[src/rtl/pipe_pkg.sv]
// Shared types and constants for the skid-buffered pipeline stage.
package pipe_pkg;

    localparam int unsigned DROP_W_DEFAULT = 8;

    typedef enum logic [1:0] {
        StEmpty = 2'd0,
        StBusy  = 2'd1,
        StFull  = 2'd2
    } pipe_state_e;

    // Number of entries held in a given state.
    function automatic logic [1:0] occupancy(input pipe_state_e st);
        unique case (st)
            StEmpty: occupancy = 2'd0;
            StBusy:  occupancy = 2'd1;
            StFull:  occupancy = 2'd2;
            default: occupancy = 2'd0;
        endcase
    endfunction

endpackage

[src/rtl/sat_counter.sv]
// Saturating up-counter advancing by 0, 1 or 2 per clock.
module sat_counter #(
    parameter int unsigned W = 8
) (
    input  logic         clk,
    input  logic         reset,
    input  logic [1:0]   inc,
    output logic [W-1:0] count
);

    logic [W-1:0] count_q, count_d;
    logic [W+1:0] sum;
    logic [W+1:0] max_ext;

    always_comb begin
        // Two extra bits so the sum cannot wrap before the saturation compare.
        sum     = {2'b00, count_q} + {{W{1'b0}}, inc};
        max_ext = {2'b00, {W{1'b1}}};
        count_d = (sum > max_ext) ? {W{1'b1}} : sum[W-1:0];
    end

    always_ff @(posedge clk or posedge reset) begin
        if (reset) begin
            count_q <= '0;
        end else begin
            count_q <= count_d;
        end
    end

    assign count = count_q;

endmodule

[src/rtl/pipe_stage_skid.sv]
// Fully registered valid/ready pipeline stage with a skid entry, flush and drop counter.
module pipe_stage_skid
    import pipe_pkg::*;
#(
    parameter int unsigned WIDTH  = 32,
    parameter int unsigned DROP_W = DROP_W_DEFAULT
) (
    input  logic              clk,
    input  logic              reset,
    input  logic              flush,
    input  logic              in_valid,
    output logic              in_ready,
    input  logic [WIDTH-1:0]  in_data,
    output logic              out_valid,
    input  logic              out_ready,
    output logic [WIDTH-1:0]  out_data,
    output logic [DROP_W-1:0] drop_count
);

    pipe_state_e      state_q, state_d;
    logic [WIDTH-1:0] main_q, main_d;
    logic [WIDTH-1:0] skid_q, skid_d;
    logic             in_xfer;
    logic             out_xfer;
    logic [1:0]       drop_inc;

    // in_ready depends only on registered state, flush and reset.
    assign in_ready  = (state_q != StFull) && !flush && !reset;
    assign out_valid = (state_q != StEmpty);
    assign out_data  = main_q;

    assign in_xfer  = in_valid && in_ready;
    assign out_xfer = out_valid && out_ready;

    always_comb begin
        state_d  = state_q;
        main_d   = main_q;
        skid_d   = skid_q;
        drop_inc = 2'd0;

        if (flush) begin
            // A beat leaving this cycle is delivered, not dropped.
            state_d  = StEmpty;
            main_d   = '0;
            skid_d   = '0;
            drop_inc = occupancy(state_q) - {1'b0, out_xfer};
        end else begin
            unique case (state_q)
                StEmpty: begin
                    if (in_xfer) begin
                        main_d  = in_data;
                        state_d = StBusy;
                    end
                end
                StBusy: begin
                    if (in_xfer && out_xfer) begin
                        main_d = in_data;
                    end else if (in_xfer) begin
                        skid_d  = in_data;
                        state_d = StFull;
                    end else if (out_xfer) begin
                        state_d = StEmpty;
                    end
                end
                StFull: begin
                    if (out_xfer) begin
                        main_d  = skid_q;
                        state_d = StBusy;
                    end
                end
                default: state_d = StEmpty;
            endcase
        end
    end

    always_ff @(posedge clk or posedge reset) begin
        if (reset) begin
            state_q <= StEmpty;
            main_q  <= '0;
            skid_q  <= '0;
        end else begin
            state_q <= state_d;
            main_q  <= main_d;
            skid_q  <= skid_d;
        end
    end

    sat_counter #(
        .W(DROP_W)
    ) u_drop_cnt (
        .clk  (clk),
        .reset(reset),
        .inc  (drop_inc),
        .count(drop_count)
    );

endmodule

[config.mk]
export PLATFORM = sky130hd
export DESIGN_NAME = pipe_stage_skid
export DESIGN_NICKNAME = d
export VERILOG_FILES = /design/src/rtl/pipe_pkg.sv /design/src/rtl/sat_counter.sv /design/src/rtl/pipe_stage_skid.sv
export SDC_FILE = /design/constraint.sdc
export NUM_CORES = 1
export LEC_CHECK = 0
export BUFFER_PORTS_ARGS = -buffer_cell sky130_fd_sc_hd__buf_4
export CAP_MARGIN = 20
export CORE_MARGIN = 2
export CORE_UTILIZATION = 45
export DETAILED_ROUTE_END_ITERATION = 10
export HOLD_SLACK_MARGIN = 0.15
export MAX_ROUTING_LAYER = met4
export PLACE_DENSITY = 0.74
export SLEW_MARGIN = 30
export SYNTH_ARGS = -nofsm -noshare
export SYNTH_HDL_FRONTEND = slang
export SYNTH_SLANG_ARGS = --single-unit
export TNS_END_PERCENT = 1
[constraint.sdc]
create_clock -name clk -period 3.4 [get_ports clk]
set_input_delay 0.68 -clock clk [delete_from_list [all_inputs] [get_ports clk]]
set_output_delay 0.68 -clock clk [all_outputs]
set_load 0.01 [all_outputs]
Word-level counts from Yosys, hierarchy flattened
Index checks and enable logic that the tools add are counted.

operators by class
  $add $sub $neg = 2
  order comparisons = 1
  equality and inequality tests = 9
  mux-type cells = 19
  reductions and logical operators = 15

operators with widths
  operator               number
  $mux W32               7
  $pmux W32 S3           1
  $mux W2                8
  $ne A3 B3 Y1 const B   4
  $gt A10 B8 Y1 const B  1
  $add A8 B2 Y9          1
  $mux W8                1
  $reduce_and A4 Y1      2
  $pmux W2 S3            1
  $reduce_bool A2 Y1     3
  $logic_and A1 B1 Y1    5
  $ne A2 B2 Y1 const B   2
  $ne A4 B4 Y1 const B   1
  $pmux W2 S2            1
  $reduce_bool A4 Y1     1
  $reduce_and A3 Y1      1
  $eq A2 B1 Y1 const B   1
  $eq A2 B2 Y1 const B   1
  $logic_not A1 Y1       2
  $logic_not A2 Y1       1
  $sub A2 B1 Y2          1

word-level totals
  flip-flop bits (word level) = 74
  input bits = 37
  output and inout port bits = 42
  logic and storage cells = 50

Logic depth before layout (Yosys ltp)
  word-level depth = 8
  depth in mapped cells = 12
  depth with buffers taken out = 11

Cells and area by module
Synthesis repeated with hierarchy kept, for this count alone.

unflattened totals
  cells, all modules = 400
  area total of the unflattened synthesis = 3903.7 sq um

by module, submodules not included
  module           instances  cells each  area each (sq um)  sequential area each (sq um)
  pipe_stage_skid  1          358         3495.9             1651.6
  sat_counter      1          42          407.9              200.2

Least setup slack after synthesis
Ideal clock, no wire load.

  path type = input-to-reg
  start point = input flush
  end point = register u_drop_cnt.count_q[6], in the netlist u_drop_cnt.count[6]
  library setup time = 0.124 ns
  arrival time = 2.396 ns
  data required time = 3.276 ns
  slack = 0.880 ns
  stages on the path = 10
  path buffers = 2
  path through = clkbuf_1 clkinv_1 clkbuf_1 nor2_1 ha_1 fa_1 and3_1 nand3_1 nor3_1 a21oi_1

on the way
  word-level cells in the longest chain between the ends = 4

ends and longest elaborated chain
  element                    line                   RTL
  from (decl)                pipe_stage_skid.sv:10  input logic flush,
  $mux W2 *                  pipe_stage_skid.sv:41  if (flush) begin
  $add A8 B2 Y9 *            sat_counter.sv:17      sum = {2'b00, count_q} + {{W{1'b0}}, inc};
  $gt A10 B8 Y1              sat_counter.sv:19      count_d = (sum > max_ext) ? {W{1'b1}} : sum[W-1:0];
  $mux W8 *                  sat_counter.sv:19
  via u_drop_cnt.count_d[6]  sat_counter.sv:11      logic [W-1:0] count_q, count_d;
  to (signal assigned)       sat_counter.sv:26      count_q <= count_d;
  to (decl)                  sat_counter.sv:11

Mark *: on every way through the listed nets, which the timed path passes. The rest lies on a longest branch.
A chain may end at the register's enable or synchronous reset.

Worst setup path after layout
  start point = register state_q[1]
  end point = register u_drop_cnt.count_q[6], in the netlist u_drop_cnt.count[6]

on the way
  word-level cells in the longest chain between the ends = 8
  elaborated cells between the ends (all ways) = 11
  those cells by class = add/sub (2); order compare (1); eq/ne (2); mux (4); reduce/logical (2)

ends and longest elaborated chain
  element                                       line                   RTL
  from (decl)                                   pipe_stage_skid.sv:20  pipe_state_e state_q, state_d;
  from (signal assigned)                        pipe_stage_skid.sv:78  state_q <= StEmpty;
  from (signal assigned)                        pipe_stage_skid.sv:82  state_q <= state_d;
  $eq A2 B2 Y1 or $eq A2 B1 Y1 (tied branches)  pipe_pkg.sv:14         unique case (st)
  $pmux W2 S2                                   pipe_pkg.sv:14
  $mux W2                                       pipe_stage_skid.sv:41
  $sub A2 B1 Y2 *                               pipe_stage_skid.sv:46  drop_inc = occupancy(state_q) - {1'b0, out_xfer};
  $mux W2 *                                     pipe_stage_skid.sv:41
  $add A8 B2 Y9 *                               sat_counter.sv:17
  $gt A10 B8 Y1                                 sat_counter.sv:19
  $mux W8 *                                     sat_counter.sv:19
  via u_drop_cnt.count_d[6]                     sat_counter.sv:11

Mark *: on every way through the listed nets, which the timed path passes. The rest lies on a longest branch. The select of a mux whose other input is x is not followed.

==> impl_metrics.yaml <==
outcome:
  status: "finished clean"
global_routing:
  grt.overflow.total: 0
  grt_use_total_pct: 19.4
  grt_pass1_vias: 2805
  grt_first_pass_wirelength_um: 13000
  grt_start_max_net_pins: 40
  grt_antenna_before_repair: 0
logic_synthesis:
  synth-main-ff-cell: "sky130_fd_sc_hd__dfrtp_1"
  synth_cells: 357
  synth_compound_area_share_pct: 7.30
  yosysTopAreaCellShare_pct: 50.8
  avg_inst_size_synth_um2: 10.2
  combinational_family_with_the_most_area_after_synthesis: "multiplexers"
  synth_warnings: 0
  post-synth-top-count-cell: "sky130_fd_sc_hd__dfrtp_1"
  post_synth_most_frequent_cells: "74 x sky130_fd_sc_hd__dfrtp_1, 70 x sky130_fd_sc_hd__nand2_1, 40 x sky130_fd_sc_hd__nor2_1"
  syn_nets: 404
  synth_xor_xnor_area_share_pct: 0.720
  top_area_cells_in_the_synthesized_netlist: "sky130_fd_sc_hd__dfrtp_1 51%, sky130_fd_sc_hd__mux2i_1 9.1%, sky130_fd_sc_hd__mux2_2 7.4%"
  yosysSeqAreaShare_pct: 50.8
  synth-simple-area-share_pct: 14.4
  synth_cell_types: 30
  synth.area.mux_share_pct: 18.9
  post_synth_fa_ha_maj_area_fraction_pct: 3.64
  synth_enable_flop_cells: 0
  flip_flop_and_latch_count_after_synthesis: 74
  synth.cell_area_um2: 3650
  netlist.top_cell.by_area: "sky130_fd_sc_hd__dfrtp_1"
  ys_async_sr_fraction_pct: 100
final_layout:
  layout-area-overhead-vs-synth_pct: 23.6
  finish.net_count: 478
  layout-drive-gt1-share_pct: 29.0
  insertedDiodeCount: 0
  stdcell_area_um2: 4510
place:
  total_cell_area_at_the_placement_stage_um2: 4310
  dp.final_hpwl_um: 5160
  globalplace.congestion: 0.888
  numPortBuffers: 78
clock_tree:
  clkTransAtPathRegs_ns: 0.08
  cts_buffer_depth: 2
  cts_root_buf: "sky130_fd_sc_hd__clkbuf_8"
  postCtsSetupRepairBufs: 0
  h_tree_levels: 3
  cts_tree: "yes"
  tritoncts_num_sinks: 74
  clock_latency_ns: 0.35
  cts.repair.resized: 0
  cts_inserted_buffers: 9
  post_cts_hold_buffer_count: 0
timing:
  fmax_ghz: 0.362
  fin_worst_hold_slack_ns: 0.486
  worst_slew_pin_slew_ns: 0.726
  fin_crit_ns: 2.76
  timing.final.max_slew_violations: 0
  setup_viol: 0
  final.setup.tns_ns: 0
  timing.slew.headroom_pct: 51.6
  timing_hold_violations_final: 0
  clock-skew-final_ns: 0.00940
  final.period_utilization_pct: 81.3
  rsz0062_at_grt: "no"
pwr:
  power.share.combinational_pct: 32.6
  p_per_area_nw_per_um2: 639
  total_power_mw: 2.88
  power.net_switching_mw: 0.894
  pwr-share-clk_pct: 25.1
  ir_worst_vdd_v: 0.000248
  share_seq_of_total_power_pct: 42.4
  power.share.switching_pct: 31.0
  intPower_mw: 1.99
  p_leak_nw: 2.10
critical_path:
  reg2regPathDepth: 11
  critical-path-top-cell-by-count: "sky130_fd_sc_hd__ha_1"
  crit_arrival_ns: 3.00
  cpMaxStageDelayCell: "sky130_fd_sc_hd__dfrtp_1"
  crit_path_end_kind: "flip-flop"
  cpLargestDelayFamily: "adder cells"
  reg2reg_setup_slack_ns: 0.64
  path_class: "reg -> reg"
  critical_path.reg2reg.startpoint: "state_q[1]$_DFFE_PP0P_"
  critical_path.startpoint_type: "flip-flop"
  timing.critical_path.cells: "inv_1 > ha_1 > nor2b_1 > ha_1 > nor2_1 > ha_1 > fa_1 > and3_1 > nand3_1 > nor3_1 > a21oi_1"
  cp.buffers_inverters: 1
  critical_path_data_required_time_ns: 3.63
  crit_path_max_fanout: 7
  timing.critical_path.slowest_cell_delay_ns: 0.45
  rr_endpoint: "u_drop_cnt.count[6]$_DFF_PP0_"
  worst_setup_path_startpoint: "state_q[1]$_DFFE_PP0P_"
detailed_routing:
  routed-wl-met3_um: 292
  route.met2.wl_um: 3520
  maxUsedRoutingLayer: "met4"
  post-route-drc-count: 0
  vias_per_cell: 5.07
  drt-initial-drc-count: 97
  antenna_viol_nets_final: 0
  detail_route.wirelength_um: 7490
  routedWlPerCell_um: 13.9
  met1Wirelength_um: 3500
  detailed_router_iteration_count_before_antenna_repair: 4
  vias: 2720
floorplanning:
  design.die.area_um2: 8840
  top_level_ports: 79
  num_rows: 32
  fp.dieH_um: 94.0
  floorplan.die.width_um: 94.0
  floorplan.initialDensity_pct: 46.7
  placeable_core_region_um2: 7810
worst_hold_path:
  worstHoldPathType: "in -> async"
job:
  maxCapViolations: 0
## worst max-delay path by stage
stage,slack (ns),end,cells after the start
CTS,0.66,u_drop_cnt.count[6]$_DFF_PP0_,11
global route,0.32,u_drop_cnt.count[6]$_DFF_PP0_,11
floorplan,0.84,out_data[0]$_DFFE_PP0P_,1
finish,0.64,u_drop_cnt.count[6]$_DFF_PP0_,11
detailed placement,0.69,u_drop_cnt.count[6]$_DFF_PP0_,10
global placement,0.80,u_drop_cnt.count[6]$_DFF_PP0_,10
## final cells by class
cell class,count,area (um2)
clock inverter,3,65.1
multi-input combinational,252,1650
sequential,74,1850
timing repair buffer,85,651
tap,102,128
fill,707,3300
clock buffer,12,135
inverter,9,33.8
## metrics by stage
stage               instances  utilization [%]  setup WS (ns)
floorplan                 357                -          0.838
global placement          522             55.2          0.800
detailed placement        522             55.2          0.689
CTS                       537             57.8          0.662
global route              537             57.8          0.320
finish                    537             57.8          0.637
## layer usage
metal	global-route usage, %	vias to the layer above
li1	-	1335
met5	-	-
met1	24.1	1301
met4	10.6	0
met2	30.4	68
met3	3.13	16
## cell usage in the layout (no fill, tap or decap), drive strengths merged, types with 4 or more instances in the layout
master / netlist / routed
dfrtp: 74 / 74
nor2: 40 / 40
a21oi: 8 / 8
inv: 8 / 8
o21ai: 34 / 34
mux2: 32 / 32
buf: 11 / 85
nand2: 70 / 70
clkbuf: 11 / 12
mux2i: 33 / 33
ha: 9 / 9
nand2b: 4 / 4
## kinds of logic (layout without fill, tap and decap cells)
group | after synthesis | count (layout)
xor+xnor | 3 | 3
simple gates | 126 | 126
fa+ha+maj | 10 | 10
buf+inv | 31 | 109
mux | 65 | 65
compound gates | 48 | 48
flops | 74 | 74
## power by group through the flow
| stage | registers [mW] | clock network [mW] | logic, mW |
|---|---|---|---|
| finish | 1.22 | 0.723 | 0.939 |
| floorplan | 1.29 | 0 | 0.485 |
| global placement | 1.23 | 0 | 0.930 |
| global route | 1.25 | 0.780 | 1.04 |
| CTS | 1.22 | 0.744 | 0.953 |
| detailed placement | 1.24 | 0 | 0.950 |
## flip-flops by register name, summed over array words and instances (netlist names)
name	flops
out_data	32
skid_q	32
u_drop_cnt.count	8
state_q	2
(Power assumes the default switching activity.)
